==> config.mk <==
export PLATFORM = sky130hd
export DESIGN_NAME = rmw_sched_flat
export DESIGN_NICKNAME = d
export VERILOG_FILES = /design/src/rtl/rmw_sched_if.sv /design/src/rtl/rmw_sched.sv /design/src/flat_wrapper.sv
export SDC_FILE = /design/constraint.sdc
export NUM_CORES = 1
export LEC_CHECK = 0
export ABC_AREA = 1
export CORE_MARGIN = 2
export CORE_UTILIZATION = 49
export DETAILED_ROUTE_END_ITERATION = 10
export DONT_BUFFER_PORTS = 1
export SLEW_MARGIN = 20
export SYNTH_ARGS = -nofsm -noshare
export SYNTH_HDL_FRONTEND = slang
export SYNTH_SLANG_ARGS = --single-unit
export TNS_END_PERCENT = 5
==> constraint.sdc <==
create_clock -name clk -period 4.2 [get_ports clk]
set_input_delay 0.63 -clock clk [delete_from_list [all_inputs] [get_ports clk]]
set_output_delay 0.63 -clock clk [all_outputs]
set_load 0.02 [all_outputs]
==> src/rtl/rmw_sched_if.sv <==
// Issue / hazard-check / LSU / ALU handshake bundle for the RMW scheduler.
// slave is the scheduler side; master is the issue, LSU and ALU side.
interface rmw_sched_if;
  logic        iss_valid;
  logic        iss_ready;
  logic [15:0] iss_addr;
  logic [1:0]  iss_fn;
  logic        iss_flags_wr;
  logic [2:0]  iss_flags_tag;
  logic        iss_carry_mask;
  logic [15:0] chk_addr;
  logic        chk_conflict;
  logic        ld_req;
  logic [15:0] ld_addr;
  logic        ld_ack;
  logic        rmw_start;
  logic [15:0] rmw_addr;
  logic [1:0]  rmw_fn;
  logic        rmw_flags_wr;
  logic [2:0]  rmw_flags_tag;
  logic        rmw_carry_mask;
  logic        rmw_data_rdy;
  logic        st_ack;
  logic        busy;
  logic        retired;

  modport slave (
    input  iss_valid, iss_addr, iss_fn, iss_flags_wr, iss_flags_tag, iss_carry_mask,
    input  chk_addr, ld_ack, rmw_data_rdy, st_ack,
    output iss_ready, chk_conflict, ld_req, ld_addr, rmw_start, rmw_addr, rmw_fn,
    output rmw_flags_wr, rmw_flags_tag, rmw_carry_mask, busy, retired
  );

  modport master (
    output iss_valid, iss_addr, iss_fn, iss_flags_wr, iss_flags_tag, iss_carry_mask,
    output chk_addr, ld_ack, rmw_data_rdy, st_ack,
    input  iss_ready, chk_conflict, ld_req, ld_addr, rmw_start, rmw_addr, rmw_fn,
    input  rmw_flags_wr, rmw_flags_tag, rmw_carry_mask, busy, retired
  );
endinterface

==> src/rtl/rmw_sched.sv <==
// RMW micro-op scheduler: FIFO of pending ops, sequenced one at a time through
// LSU load, ALU modify and LSU store, with an address-hazard check for issue.
module rmw_sched #(
  parameter int unsigned DEPTH = 4,
  parameter int unsigned AW    = $clog2(DEPTH) + 2
) (
  input  logic       clk,
  input  logic       a_rst,
  rmw_sched_if.slave bus
);
  localparam int unsigned IW = $clog2(DEPTH);

  typedef struct packed {
    logic [15:0] addr;
    logic [1:0]  fn;
    logic        flags_wr;
    logic [2:0]  flags_tag;
    logic        carry_mask;
  } op_t;

  typedef enum logic [1:0] {IDLE, LOAD, EXEC, STORE} state_t;

  op_t           mem [DEPTH];
  op_t           in_op;
  op_t           head;
  logic [IW-1:0] wr_ptr;
  logic [IW-1:0] rd_ptr;
  logic [AW-1:0] count;
  state_t        state;
  state_t        state_n;
  logic          full;
  logic          empty;
  logic          push;
  logic          pop;
  logic          more;
  logic          start;
  logic          retire;
  logic          conflict;

  assign full  = (count == AW'(DEPTH));
  assign empty = (count == '0);
  assign push  = bus.iss_valid & ~full;
  // Work remains after a pop if more than one entry is queued or one arrives now.
  assign more  = (count > AW'(1)) | push;
  assign head  = empty ? '0 : mem[rd_ptr];

  assign in_op.addr       = bus.iss_addr;
  assign in_op.fn         = bus.iss_fn;
  assign in_op.flags_wr   = bus.iss_flags_wr;
  assign in_op.flags_tag  = bus.iss_flags_tag;
  assign in_op.carry_mask = bus.iss_carry_mask;

  // Queue storage, pointers and occupancy.
  always_ff @(posedge clk or posedge a_rst) begin
    if (a_rst) begin
      for (int unsigned i = 0; i < DEPTH; i++) mem[i] <= '0;
      wr_ptr <= '0;
      rd_ptr <= '0;
      count  <= '0;
    end else begin
      if (push) begin
        mem[wr_ptr] <= in_op;
        wr_ptr      <= wr_ptr + IW'(1);
      end
      if (pop) rd_ptr <= rd_ptr + IW'(1);
      case ({push, pop})
        2'b10:   count <= count + AW'(1);
        2'b01:   count <= count - AW'(1);
        default: count <= count;
      endcase
    end
  end

  always_ff @(posedge clk or posedge a_rst) begin
    if (a_rst) state <= IDLE;
    else       state <= state_n;
  end

  // Sequencer: load, start ALU on load ack, wait modified data, wait store accept.
  always_comb begin
    state_n = state;
    pop     = 1'b0;
    start   = 1'b0;
    retire  = 1'b0;
    case (state)
      IDLE: begin
        if (!empty || push) state_n = LOAD;
      end
      LOAD: begin
        if (bus.ld_ack) begin
          start   = 1'b1;
          state_n = EXEC;
        end
      end
      EXEC: begin
        if (bus.rmw_data_rdy) begin
          if (bus.st_ack) begin
            pop     = 1'b1;
            retire  = 1'b1;
            state_n = more ? LOAD : IDLE;
          end else begin
            state_n = STORE;
          end
        end
      end
      STORE: begin
        if (bus.st_ack) begin
          pop     = 1'b1;
          retire  = 1'b1;
          state_n = more ? LOAD : IDLE;
        end
      end
      default: state_n = IDLE;
    endcase
  end

  // Entry i is live when its distance from the head is below the occupancy.
  always_comb begin
    conflict = 1'b0;
    for (int unsigned i = 0; i < DEPTH; i++) begin
      if ((AW'(IW'(i) - rd_ptr) < count) && (mem[i].addr == bus.chk_addr)) conflict = 1'b1;
    end
  end

  assign bus.iss_ready      = ~full;
  assign bus.chk_conflict   = conflict;
  assign bus.ld_req         = (state == LOAD);
  assign bus.ld_addr        = head.addr;
  assign bus.rmw_start      = start;
  assign bus.rmw_addr       = head.addr;
  assign bus.rmw_fn         = head.fn;
  assign bus.rmw_flags_wr   = head.flags_wr;
  assign bus.rmw_flags_tag  = head.flags_tag;
  assign bus.rmw_carry_mask = head.carry_mask;
  assign bus.busy           = ~empty | (state != IDLE);
  assign bus.retired        = retire;
endmodule

==> src/flat_wrapper.sv <==
// flat-port wrapper written by rule: the top's interface ports become plain ports
module rmw_sched_flat 
#(
  parameter int unsigned DEPTH = 4,
  parameter int unsigned AW    = $clog2(DEPTH) + 2
)
  (clk, a_rst, bus_iss_valid, bus_iss_addr, bus_iss_fn, bus_iss_flags_wr, bus_iss_flags_tag, bus_iss_carry_mask, bus_chk_addr, bus_ld_ack, bus_rmw_data_rdy, bus_st_ack, bus_iss_ready, bus_chk_conflict, bus_ld_req, bus_ld_addr, bus_rmw_start, bus_rmw_addr, bus_rmw_fn, bus_rmw_flags_wr, bus_rmw_flags_tag, bus_rmw_carry_mask, bus_busy, bus_retired);
  rmw_sched_if bus_i ();
  input  logic clk;
  input  logic a_rst;
  input wire logic [$bits(bus_i.iss_valid)-1:0] bus_iss_valid;
  input wire logic [$bits(bus_i.iss_addr)-1:0] bus_iss_addr;
  input wire logic [$bits(bus_i.iss_fn)-1:0] bus_iss_fn;
  input wire logic [$bits(bus_i.iss_flags_wr)-1:0] bus_iss_flags_wr;
  input wire logic [$bits(bus_i.iss_flags_tag)-1:0] bus_iss_flags_tag;
  input wire logic [$bits(bus_i.iss_carry_mask)-1:0] bus_iss_carry_mask;
  input wire logic [$bits(bus_i.chk_addr)-1:0] bus_chk_addr;
  input wire logic [$bits(bus_i.ld_ack)-1:0] bus_ld_ack;
  input wire logic [$bits(bus_i.rmw_data_rdy)-1:0] bus_rmw_data_rdy;
  input wire logic [$bits(bus_i.st_ack)-1:0] bus_st_ack;
  output wire logic [$bits(bus_i.iss_ready)-1:0] bus_iss_ready;
  output wire logic [$bits(bus_i.chk_conflict)-1:0] bus_chk_conflict;
  output wire logic [$bits(bus_i.ld_req)-1:0] bus_ld_req;
  output wire logic [$bits(bus_i.ld_addr)-1:0] bus_ld_addr;
  output wire logic [$bits(bus_i.rmw_start)-1:0] bus_rmw_start;
  output wire logic [$bits(bus_i.rmw_addr)-1:0] bus_rmw_addr;
  output wire logic [$bits(bus_i.rmw_fn)-1:0] bus_rmw_fn;
  output wire logic [$bits(bus_i.rmw_flags_wr)-1:0] bus_rmw_flags_wr;
  output wire logic [$bits(bus_i.rmw_flags_tag)-1:0] bus_rmw_flags_tag;
  output wire logic [$bits(bus_i.rmw_carry_mask)-1:0] bus_rmw_carry_mask;
  output wire logic [$bits(bus_i.busy)-1:0] bus_busy;
  output wire logic [$bits(bus_i.retired)-1:0] bus_retired;
  assign bus_i.iss_valid = bus_iss_valid;
  assign bus_i.iss_addr = bus_iss_addr;
  assign bus_i.iss_fn = bus_iss_fn;
  assign bus_i.iss_flags_wr = bus_iss_flags_wr;
  assign bus_i.iss_flags_tag = bus_iss_flags_tag;
  assign bus_i.iss_carry_mask = bus_iss_carry_mask;
  assign bus_i.chk_addr = bus_chk_addr;
  assign bus_i.ld_ack = bus_ld_ack;
  assign bus_i.rmw_data_rdy = bus_rmw_data_rdy;
  assign bus_i.st_ack = bus_st_ack;
  assign bus_iss_ready = bus_i.iss_ready;
  assign bus_chk_conflict = bus_i.chk_conflict;
  assign bus_ld_req = bus_i.ld_req;
  assign bus_ld_addr = bus_i.ld_addr;
  assign bus_rmw_start = bus_i.rmw_start;
  assign bus_rmw_addr = bus_i.rmw_addr;
  assign bus_rmw_fn = bus_i.rmw_fn;
  assign bus_rmw_flags_wr = bus_i.rmw_flags_wr;
  assign bus_rmw_flags_tag = bus_i.rmw_flags_tag;
  assign bus_rmw_carry_mask = bus_i.rmw_carry_mask;
  assign bus_busy = bus_i.busy;
  assign bus_retired = bus_i.retired;
  rmw_sched #(.DEPTH(DEPTH), .AW(AW)) u_core (.clk(clk), .a_rst(a_rst), .bus(bus_i));
endmodule
* Word-level counts from Yosys, hierarchy flattened
Index checks and enable logic that the tools add are counted.
** Operators by class
- Muxes and demuxes :: 24
- Equal/unequal tests :: 14
- $lt $le $gt $ge :: 8
- Bitwise logic cells :: 7
- Add/sub/neg operators :: 8
- Reduce and logical (&&, ||, !) cells :: 12
** Operators with widths (count)
- bitwise mux 92 bit :: 1
- two-way mux 23 bit :: 4
- equality test 16 bit :: 4
- binary-select mux 23 bit (select 2 bit) :: 1
- demux 23 bit (select 2 bit) :: 1
- less-than comparator 4 bit :: 4
- two-way mux 2 bit :: 5
- two-way mux 1 bit :: 9
- one-hot mux 2 bit (4 select lines) :: 1
- one-hot mux 4 bit (2 select lines) :: 1
- equality test 2 bit, second input constant :: 3
- greater-or-equal comparator 3 bit, second input constant :: 2
- inequality test 2 bit, second input constant :: 3
- NOT 2 -> 3 bit :: 2
- subtractor 1 x 2 -> 3 bit, first input constant :: 2
- subtractor 2 x 2 -> 3 bit, first input constant :: 2
- logical AND 1 bit :: 5
- adder 2 x 1 -> 2 bit, second input constant :: 2
- adder 4 x 1 -> 4 bit, second input constant :: 1
- equality test 2 x 1 -> 1 bit, second input constant :: 2
- equality test 4 x 3 -> 1 bit, second input constant :: 1
- greater-than comparator 4 x 1 -> 1 bit, second input constant :: 1
- logical NOT 4 bit :: 1
- AND reduction 4 bit :: 1
- other kinds (11) :: 14
** Word-level totals
- Input port bits :: 45
- Logic and storage cells :: 97
- Register bits after elaboration :: 102
- Output and inout bits :: 45

* Depth between registers and ports, before layout
- Depth after elaboration :: 8
- Gate-level depth with buffers :: 13
- Depth with buffers taken out :: 11

* Worst setup path after synthesis
Ideal clock, no wire load.
- Path type :: register to output
- Start :: reg u_core.rd_ptr[1]
- End :: out bus_chk_conflict
- Path buffers :: 2
- Required time :: 3570 ps
- Cell stages (with the launch flop) :: 14
- Arrival time :: 2090 ps
- Path slack :: 1480 ps
- Cells stage by stage :: dfrtp_1 buf_2 inv_1 clkbuf_1 ha_1 inv_1 ha_1 nand2_1 o21ai_0 nor2_1 nand2_1 nor2_1 nand3_1 nand4_1
** On the way
- Cells in the longest elaborated chain, start to end :: 7
- Elaborated cells on any way between the ends :: 16
- Those cells by class :: 4 x add/sub; 4 x order compare; 4 x mux; 4 x reduce/logical
** RTL lines
- start, declared :: line rmw_sched.sv:27 : logic [IW-1:0] rd_ptr;
- start signal, assigned :: line rmw_sched.sv:65 : if (pop) rd_ptr <= rd_ptr + IW'(1);
- subtractor 1 x 2 -> 3 bit :: line rmw_sched.sv:121 : if ((AW'(IW'(i) - rd_ptr) < count) && (mem[i].addr == bus.chk_addr)) conflict = 1'b1;
- less-than comparator 4 bit :: line rmw_sched.sv:121
- logical AND 1 bit :: line rmw_sched.sv:121
- two-way mux 1 bit (3 in a row) :: line rmw_sched.sv:121
- two-way mux 1 bit * :: line rmw_sched.sv:121
- end, declared :: line flat_wrapper.sv:22 : output wire logic [$bits(bus_i.chk_conflict)-1:0] bus_chk_conflict;
Mark *: on every way between the ends. The rest lies on a longest branch, timed or not.

* Final worst setup path
Same ends and word-level chain as after synthesis.

==> summary.md <==
| Metric | Value |
|---|---|
| DRT antenna net count | `0` |
| Clock tree from TritonCTS | `yes` |
| Cell area after layout | `0.00668 mm^2` |
| Routed wire per std cell | `approximately 16 um` |
| R2R Path Start | `u_core.count[1]` |
| Cells after synthesis | `around 840` |
| DRT iter0 DRCs | `about 340` |
| Number of non-filler instances in the completed layout | `994` |
| Largest driver fanout on the critical path | `31` |
| Clock tree buffer depth | `2` |
| Endpoint class of the critical path | `output port` |
| Detailed Route WL | `15.5 mm` |
| Vias | `around 5,000` |
| Worst setup path class | `register to output port` |
| Type of element launching the critical path | `register` |
| Kind of path behind the tightest hold check | `input pin to asynchronous set/reset pin` |
| Residual DRC | `0` |
| Final setup violation count | `0` |
| H-tree Lvls | `3` |
| Antenna cells | `0` |
| Final slew viol count | `0` |
| Via count of the first global-routing pass | `around 5,000` |
| Largest net degree at the start of global routing | `between 80 and 90` |
| Die width | `119 um` |
| Setup crit start | `u_core.rd_ptr[1]` |
| Mux share of post-synthesis cell area | `0%` |
| Maximum ir drop on the vdd rail | `approximately 400 uV` |
| First-pass detailed-route iteration total | `5` |
| Status | `complete, no violations` |
| Synth unique cells | `28` |
| Setup slack of the worst register-to-register path | `2080 ps` |
| Clock Pin Slew Worst Setup and Hold Paths | `70 ps` |
| Worst slew margin | `38.0%` |
| Compound-Gate Fraction of Synth Area | `approximately a fifth` |
| Lkg Pwr | `3.36 nW` |
| HPWL after detailed placement | `10.5 mm` |
| Min Clock Period, post-route | `3110 ps` |
| Overall Global Routing Usage | `23.1%` |
| Setup TNS | `0 ps` |
| Worst path arrival time | `between 2000 and 2500 ps` |
| Share of cells above drive strength 1 | `a little under an eighth` |
| Number of antenna violations at the first check in global routing | `0` |
| Main combinational cell family by area after synthesis | `simple AND/OR/NAND/NOR gates` |
| Maxcap violations | `0` |
| Synthesized-area fraction occupied by xor and xnor cells | `4.90%` |
| Height of the die | `about 120 um` |
| IO buf count | `0` |
| Insertion delay to the later sink of the worst-skew pair | `360 ps` |
| Cell chosen for the clock root | `clkbuf_16` |
| Relative area change from synthesis to final layout | `3.81%` |
| Cts hold-fix bufs | `0` |
| Simple-gate area share of the yosys netlist | `20.8%` |
| Cell count after placement | `about 980` |
| Worst-Margin Slew | `about 930 ps` |
| Layout net count | `between 800 and 900` |
| Post-Place Cell Area | `about 0.0064 mm^2` |
| Highest clock rate | `321 MHz` |
| Die area | `0.0141 mm^2` |
| Post-CTS Setup Bufs | `0` |
| Syn avg cell area | `between 7 and 8 um^2` |
| Count of instances resized after the clock tree is built | `0` |
| Synthesized net count | `around 900` |
| Filler cells | `1,266` |
| Std-Cell Core Area | `0.0127 mm^2` |
| Setup repair after global routing missed its margin | `false` |
| Global-route wire length before repair | `about 26 mm` |
| Synthesized-area fraction occupied by adder cells | `3.89%` |
| Logic depth of the worst register-to-register path | `8` |
| Site Rows | `between 40 and 50` |
| Yosys warning count | `0` |
| Clock buffer count from CTS | `9` |
| Largest clock skew in the final design | `~7.7 ps` |
| Area of the mapped netlist | `~0.0064 mm^2` |
| Number of top-level pins | `90` |
| Flop and latch count out of synthesis | `102` |
| Total congestion overflow | `0` |
| Pwr Density | `868 mW/mm^2` |
| Effective utilization at floorplan | `a little over 50%` |
| Seq/Total Area, Yosys | `39.7%` |
| RD Place Congestion | `0.844` |
| Final Hold Vio Count | `0` |
| Critical Path End | `bus_chk_conflict` |
| Share of the clock period used by the worst path | `between 70% and 80%` |
| Number of clock sinks | `102` |
| Terminus of the critical flop-to-flop path | `u_core.mem[10]` |
| CP required | `approximately 3600 ps` |
| Vias per inst | `~5.2` |
## worst min path at each step
| stage | cells after the start | start | end |
|---|---|---|---|
| 2_1_floorplan | 2 | u_core.mem[0] | u_core.mem[0] |
| 4_1_cts | 1 | a_rst | u_core.mem[72] |
| 6_report | 1 | a_rst | u_core.mem[5] |
| 5_1_grt | 1 | a_rst | u_core.mem[4] |
| 3_3_place_gp | 2 | u_core.mem[5] | u_core.mem[5] |
| 3_5_place_dp | 2 | u_core.mem[4] | u_core.mem[4] |
## worst max-delay path: stages (launching register included)
cell and delay [ps]:
dfrtp_1 320, buf_4 370, inv_1 110, buf_4 260, ha_1 340, inv_1 40
a21oi_1 130, nor2_1 50, nor2_1 110, nand3_1 90, nand4_1 130, buf_4 160
## where the power goes
part	total, mW	leakage, nW	internal, mW	switching, mW
Clock	0.808	0.132	0.412	0.396
Combinational	3.17	1.95	1.03	2.13
Sequential	1.83	1.27	1.44	0.385
Total	5.80	3.36	2.89	2.91
## Yosys cell counts
| master | instances | share of area, % |
|---|---|---|
| a21oi_1 | 48 | 3.7 |
| buf_4 | 16 | 1.9 |
| nor3_4 | 1 | 0.25 |
| nand4_1 | 1 | 0.097 |
| o211ai_1 | 3 | 0.35 |
| o21ai_0 | 56 | 4.4 |
| nor3_1 | 3 | 0.23 |
| buf_6 | 14 | 2.4 |
| nand3_1 | 11 | 0.86 |
| o21ai_1 | 36 | 2.8 |
| nand2_4 | 5 | 0.87 |
| buf_2 | 7 | 0.54 |
| o21ai_2 | 56 | 7.6 |
| inv_6 | 1 | 0.14 |
| ha_1 | 20 | 3.9 |
| xnor2_1 | 11 | 1.5 |
| clkbuf_1 | 11 | 0.64 |
| nand3_4 | 1 | 0.27 |
| nor2_1 | 98 | 5.7 |
| clkinv_1 | 1 | 0.058 |
| a22oi_1 | 2 | 0.23 |
| o21a_1 | 1 | 0.12 |
| inv_1 | 91 | 5.3 |
| buf_8 | 2 | 0.47 |
| xor2_1 | 25 | 3.4 |
| inv_2 | 1 | 0.058 |
| nand2_1 | 215 | 13 |
| dfrtp_1 | 102 | 40 |
## routing by layer
metal | wire length [um] | vias up | share of wire, % | GRT usage, %
li1 | - | 2605 | - | -
met1 | 7300 | 2387 | 47 | 31.3
met2 | 7150 | 118 | 46 | 36.2
met3 | 808 | 17 | 5.2 | 5.79
met4 | 239 | 0 | 1.5 | 7.29
met5 | 0 | - | 0 | 0
## cell usage in the layout (no fill, tap or decap), drive strengths merged
| cell | instances |
|---|---|
| a21oi | 48 |
| a22oi | 2 |
| buf | 17 |
| clkbuf | 10 |
| clkinv | 2 |
| clkinvlp | 2 |
| dfrtp | 102 |
| ha | 20 |
| inv | 96 |
| nand2 | 220 |
| nand3 | 12 |
| nand4 | 1 |
| nor2 | 98 |
| nor3 | 4 |
| o211ai | 3 |
| o21a | 1 |
| o21ai | 148 |
| xnor2 | 11 |
| xor2 | 25 |
## through the flow
| stage | setup slack (ps) | util (%) | total power, mW | hold slack [ps] |
|---|---|---|---|---|
| after floorplan | 895 | - | 4.55 | 450 |
| after global placement | 1520 | 50.3 | 4.92 | 459 |
| after detailed placement | 1480 | 50.3 | 5.01 | 464 |
| after CTS | 1080 | 52.5 | 5.83 | 434 |
| after global routing | 844 | 52.5 | 6.32 | 321 |
| final | 1090 | 52.5 | 5.80 | 259 |
## sequential cells by signal (all words and copies together), names as in the netlist
signal         flops
u_core.count       4
u_core.wr_ptr      2
u_core.state       2
u_core.mem        92
u_core.rd_ptr      2
## cell type report
type                    count  area, um^2  area share [%]
inverters                  94         363            5.43
clock inverters             6        52.6           0.786
clock buffers              10         229            3.43
well taps                 172         215            3.22
flip-flops and latches    102        2550            38.2
repair buffers             17         128            1.91
multi-input cells         593        3140            47.0
## cell families after synthesis
family / Yosys count
and+or+nand+nor: 335
buffers and inverters: 144
adders and majority gates: 20
AOI/OAI and AO/OA: 202
xor gates and xnor gates: 36
DFF: 102
(Power assumes the default switching activity.)
==> patch, RTL diff (same settings) <==
`DEPTH` is set to 4 in 2 places; all go to 8.
--- a/src/rtl/rmw_sched.sv
+++ b/src/rtl/rmw_sched.sv
@@ -2,5 +2,5 @@
 // LSU load, ALU modify and LSU store, with an address-hazard check for issue.
 module rmw_sched #(
-  parameter int unsigned DEPTH = 4,
+  parameter int unsigned DEPTH = 8,
   parameter int unsigned AW    = $clog2(DEPTH) + 2
 ) (
--- a/src/flat_wrapper.sv
+++ b/src/flat_wrapper.sv
@@ -2,5 +2,5 @@
 module rmw_sched_flat 
 #(
-  parameter int unsigned DEPTH = 4,
+  parameter int unsigned DEPTH = 8,
   parameter int unsigned AW    = $clog2(DEPTH) + 2
 )
Check against the original RTL: not equivalent (a bounded check fails within 10 cycles, from zero or initial values and one cycle with a_rst high).
==> patch against the original RTL <==
- total power up 89%
- clock power grew 120%
- area after synthesis is 86% higher
- non-clock buffer count is 11 higher
- maximum frequency fell by 16%
- sequential cell count is 95 higher
- cell count is 81% higher
- first-iteration DRC count rose to 2.6 times the old value
- design area grew 88%
- routed wire length grew 120%
- register-to-register slack worse by 0.65 ns
- worst setup slack got worse by 0.60 ns
- die area rose by 83%
- highest routed layer unchanged
==> patch: results (changes against the original RTL) <==
Global route
  – Largest net degree at the start of global routing: 103 (was 83)
  – Grt met1 use: 38.1% (was 31.3%)
  – Met3 Use GR: 5.24% (was 5.79%)
  – Initial antenna violation count: 1 (was 0)
  – Total GRT Usage: 27.1% (was 23.1%)
  – Number of global-route vias before repair: 9374 (was 4967)
  – Grt total ovfl: 0 (unchanged)
  – GRT met2 Usage: 42.6% (was 36.2%)
  – First-pass GRT wire length: 54000 µm (was 25800 µm)

Clocking
  – Post-CTS sizing: 0 (unchanged)
  – Num CTS Buffers: 17 (was 9)
  – CTS clk-pin slew, worst paths: 0.09 ns (was 0.07 ns)
  – H-tree depth: 4 (was 3)
  – Setup bufs post-CTS: 0 (unchanged)
  – Worst skew pair latency: 0.45 ns (was 0.36 ns)
  – CTS root buffer: clkbuf_16 (unchanged)

Route
  – Final WL: 33900 µm (was 15500 µm)
  – Via density: 5.43 (was 5.16)
  – Drt wl/cell: 18.8 µm (was 15.6 µm)
  – Drt first-iter violations: 879 (was 342)

Status
  – Outcome: completed (unchanged)

Cells and area
  – Largest regs: u_core.mem x184, u_core.count x5 (was u_core.mem x92, u_core.count x4)
  – Share of layout cells above drive strength 1: 7.44% (was 11.9%)
  – Net count, final: 1548 (was 882)

Setup path
  – Path depth of the worst reg2reg path: 9 (was 8)
  – Worst r2r src: u_core.count[0] (was u_core.count[1])
  – Worst Path Max Fanout: 37 (was 31)
  – Critical path launch point: u_core.rd_ptr[0] (was u_core.rd_ptr[1])
  – Reg2reg end: u_core.mem[15] (was u_core.mem[10])
  – Worst R2R Setup Slack: 1.43 ns (was 2.08 ns)
  – Worst Path Arrival: 3.09 ns (was 2.48 ns)

Placed design
  – Placed cell area: 12000 µm² (was 6400 µm²)
  – Detailed Place HPWL: 22000 µm (was 10500 µm)
  – Final RePlAce weighted congestion: 0.886 (was 0.844)
  – Dpl cells: 1771 (was 978)

Power and ir drop
  – P_leak: 0.00599 µW (was 0.00336 µW)
  – Peak VDD IR: 0.485 mV (was 0.412 mV)

Synthesis
  – Post-synth top cells: nand2_1 (334), dfrtp_1 (197), nor2_1 (193), o21ai_0 (144), o21ai_1 (131) (was nand2_1 (215), dfrtp_1 (102), nor2_1 (98), inv_1 (91))
  – Post-synth ARST share: 100% (unchanged)
  – Synth Warn #: 0 (unchanged)
  – Main synth FF type: dfrtp_1 (unchanged)
  – Synth top area share: 41.1% (was 39.7%)
  – EDFF count, synth: 0 (unchanged)
  – Count of cell types in the netlist: 37 (was 28)
  – Syn avg cell area: 7.86 µm² (was 7.67 µm²)
  – Most frequent cell after synthesis: nand2_1 (unchanged)
  – Main area contributors after synthesis: dfrtp_1 (41%), nand2_1 (10%), nor2_1 (6.0%) (was dfrtp_1 (40%), nand2_1 (13%), o21ai_2 (7.6%))
  – Sequential area share after synthesis: 41.1% (was 39.7%)
  – Synthesized Nets: 1607 (was 904)

Timing
  – Clock Skew: 0.0115 ns (was 0.00766 ns)
  – Rel. slew slack: 34.8% (was 38.0%)

Min path
  – Hold Crit Class: in2async (unchanged)
[patch: cell count changes in the layout (fill, tap and decap cells not counted), sizes merged, moves of 8 or more]
| cell | change |
|---|---|
| clkbuf | +8 |
| nand2 | +115 |
| buf | +11 |
| xnor2 | +13 |
| o21ai | +158 |
| o22ai | +17 |
| nor2 | +95 |
| xor2 | +52 |
| nand4 | +12 |
| nor3 | +11 |
| a31oi | +13 |
| inv | +18 |
| dfrtp | +95 |
| ha | +17 |
[patch: layout make-up]
cell class / count / area, µm²
multi-input combinational: 1112 / 5950
timing repair buffer: 28 / 248
sequential: 197 / 4930
clock buffer: 18 / 429
clock inverter: 14 / 184
inverter: 110 / 419
antenna: 1 / 2.50
tap: 324 / 405
fill: 2340 / 11600
[patch: report_power, final]
part           leakage (µW)  internal, µW  switching, µW
sequential          0.00248          2750            810
combinational       0.00322          1950           3700
clock              0.000295           912            843
total               0.00599          5610           5350
[patch: cells by family (layout without fill, tap and decap cells)]
family / count (synthesis) / after routing / synth area share, %
adder cells (fa/ha/maj): 37 / 37 / 3.86
other: 0 / 1 / 0
flip-flops: 197 / 197 / 41.1
AO/OA/AOI/OAI: 400 / 400 / 18.4
AND/OR/NAND/NOR: 574 / 574 / 19.8
buffers and inverters: 216 / 170 / 9.41
XOR/XNOR: 101 / 101 / 7.38
[patch: metrics by stage]
| stage | util [%] | hold WS, ns | setup slack, ns | total power [µW] |
|---|---|---|---|---|
| 2_1_floorplan | - | 0.450 | 1.02 | 7920 |
| 3_3_place_gp | 49.4 | 0.460 | 1.03 | 9100 |
| 3_5_place_dp | 49.4 | 0.462 | 1.02 | 9180 |
| 4_1_cts | 52.0 | 0.126 | 0.522 | 10900 |
| 5_1_grt | 52.0 | 0.171 | 0.210 | 11900 |
| 6_report | 52.0 | 0.119 | 0.485 | 11000 |
[patch: how the worst min path moves through the flow]
stage,cells past startpoint,to,start,slack [ns]
after floorplan,2,u_core.mem[117],u_core.mem[117],0.45
after global placement,2,u_core.mem[121],u_core.mem[121],0.46
after detailed placement,2,u_core.mem[141],u_core.mem[141],0.46
after CTS,1,u_core.mem[24],a_rst,0.13
after global routing,1,u_core.mem[24],a_rst,0.17
final,1,u_core.mem[24],a_rst,0.12
[patch: critical path, cell delays in order (launching register included)]
cell     delay, ns
dfrtp_2       0.58
inv_2         0.56
ha_1          0.27
xnor2_1       0.15
inv_1         0.07
ha_1          0.29
a21oi_1       0.14
o21ai_0       0.09
nor2_1        0.11
nand3_1       0.09
nand2_1       0.08
nor2_1        0.04
nand2_1       0.18
[patch: per-layer routing]
layer | vias up | share of wire (%)
met5 | - | 0
met4 | 0 | 2.0
met3 | 47 | 6.5
met2 | 292 | 46
met1 | 4616 | 46
li1 | 4846 | -
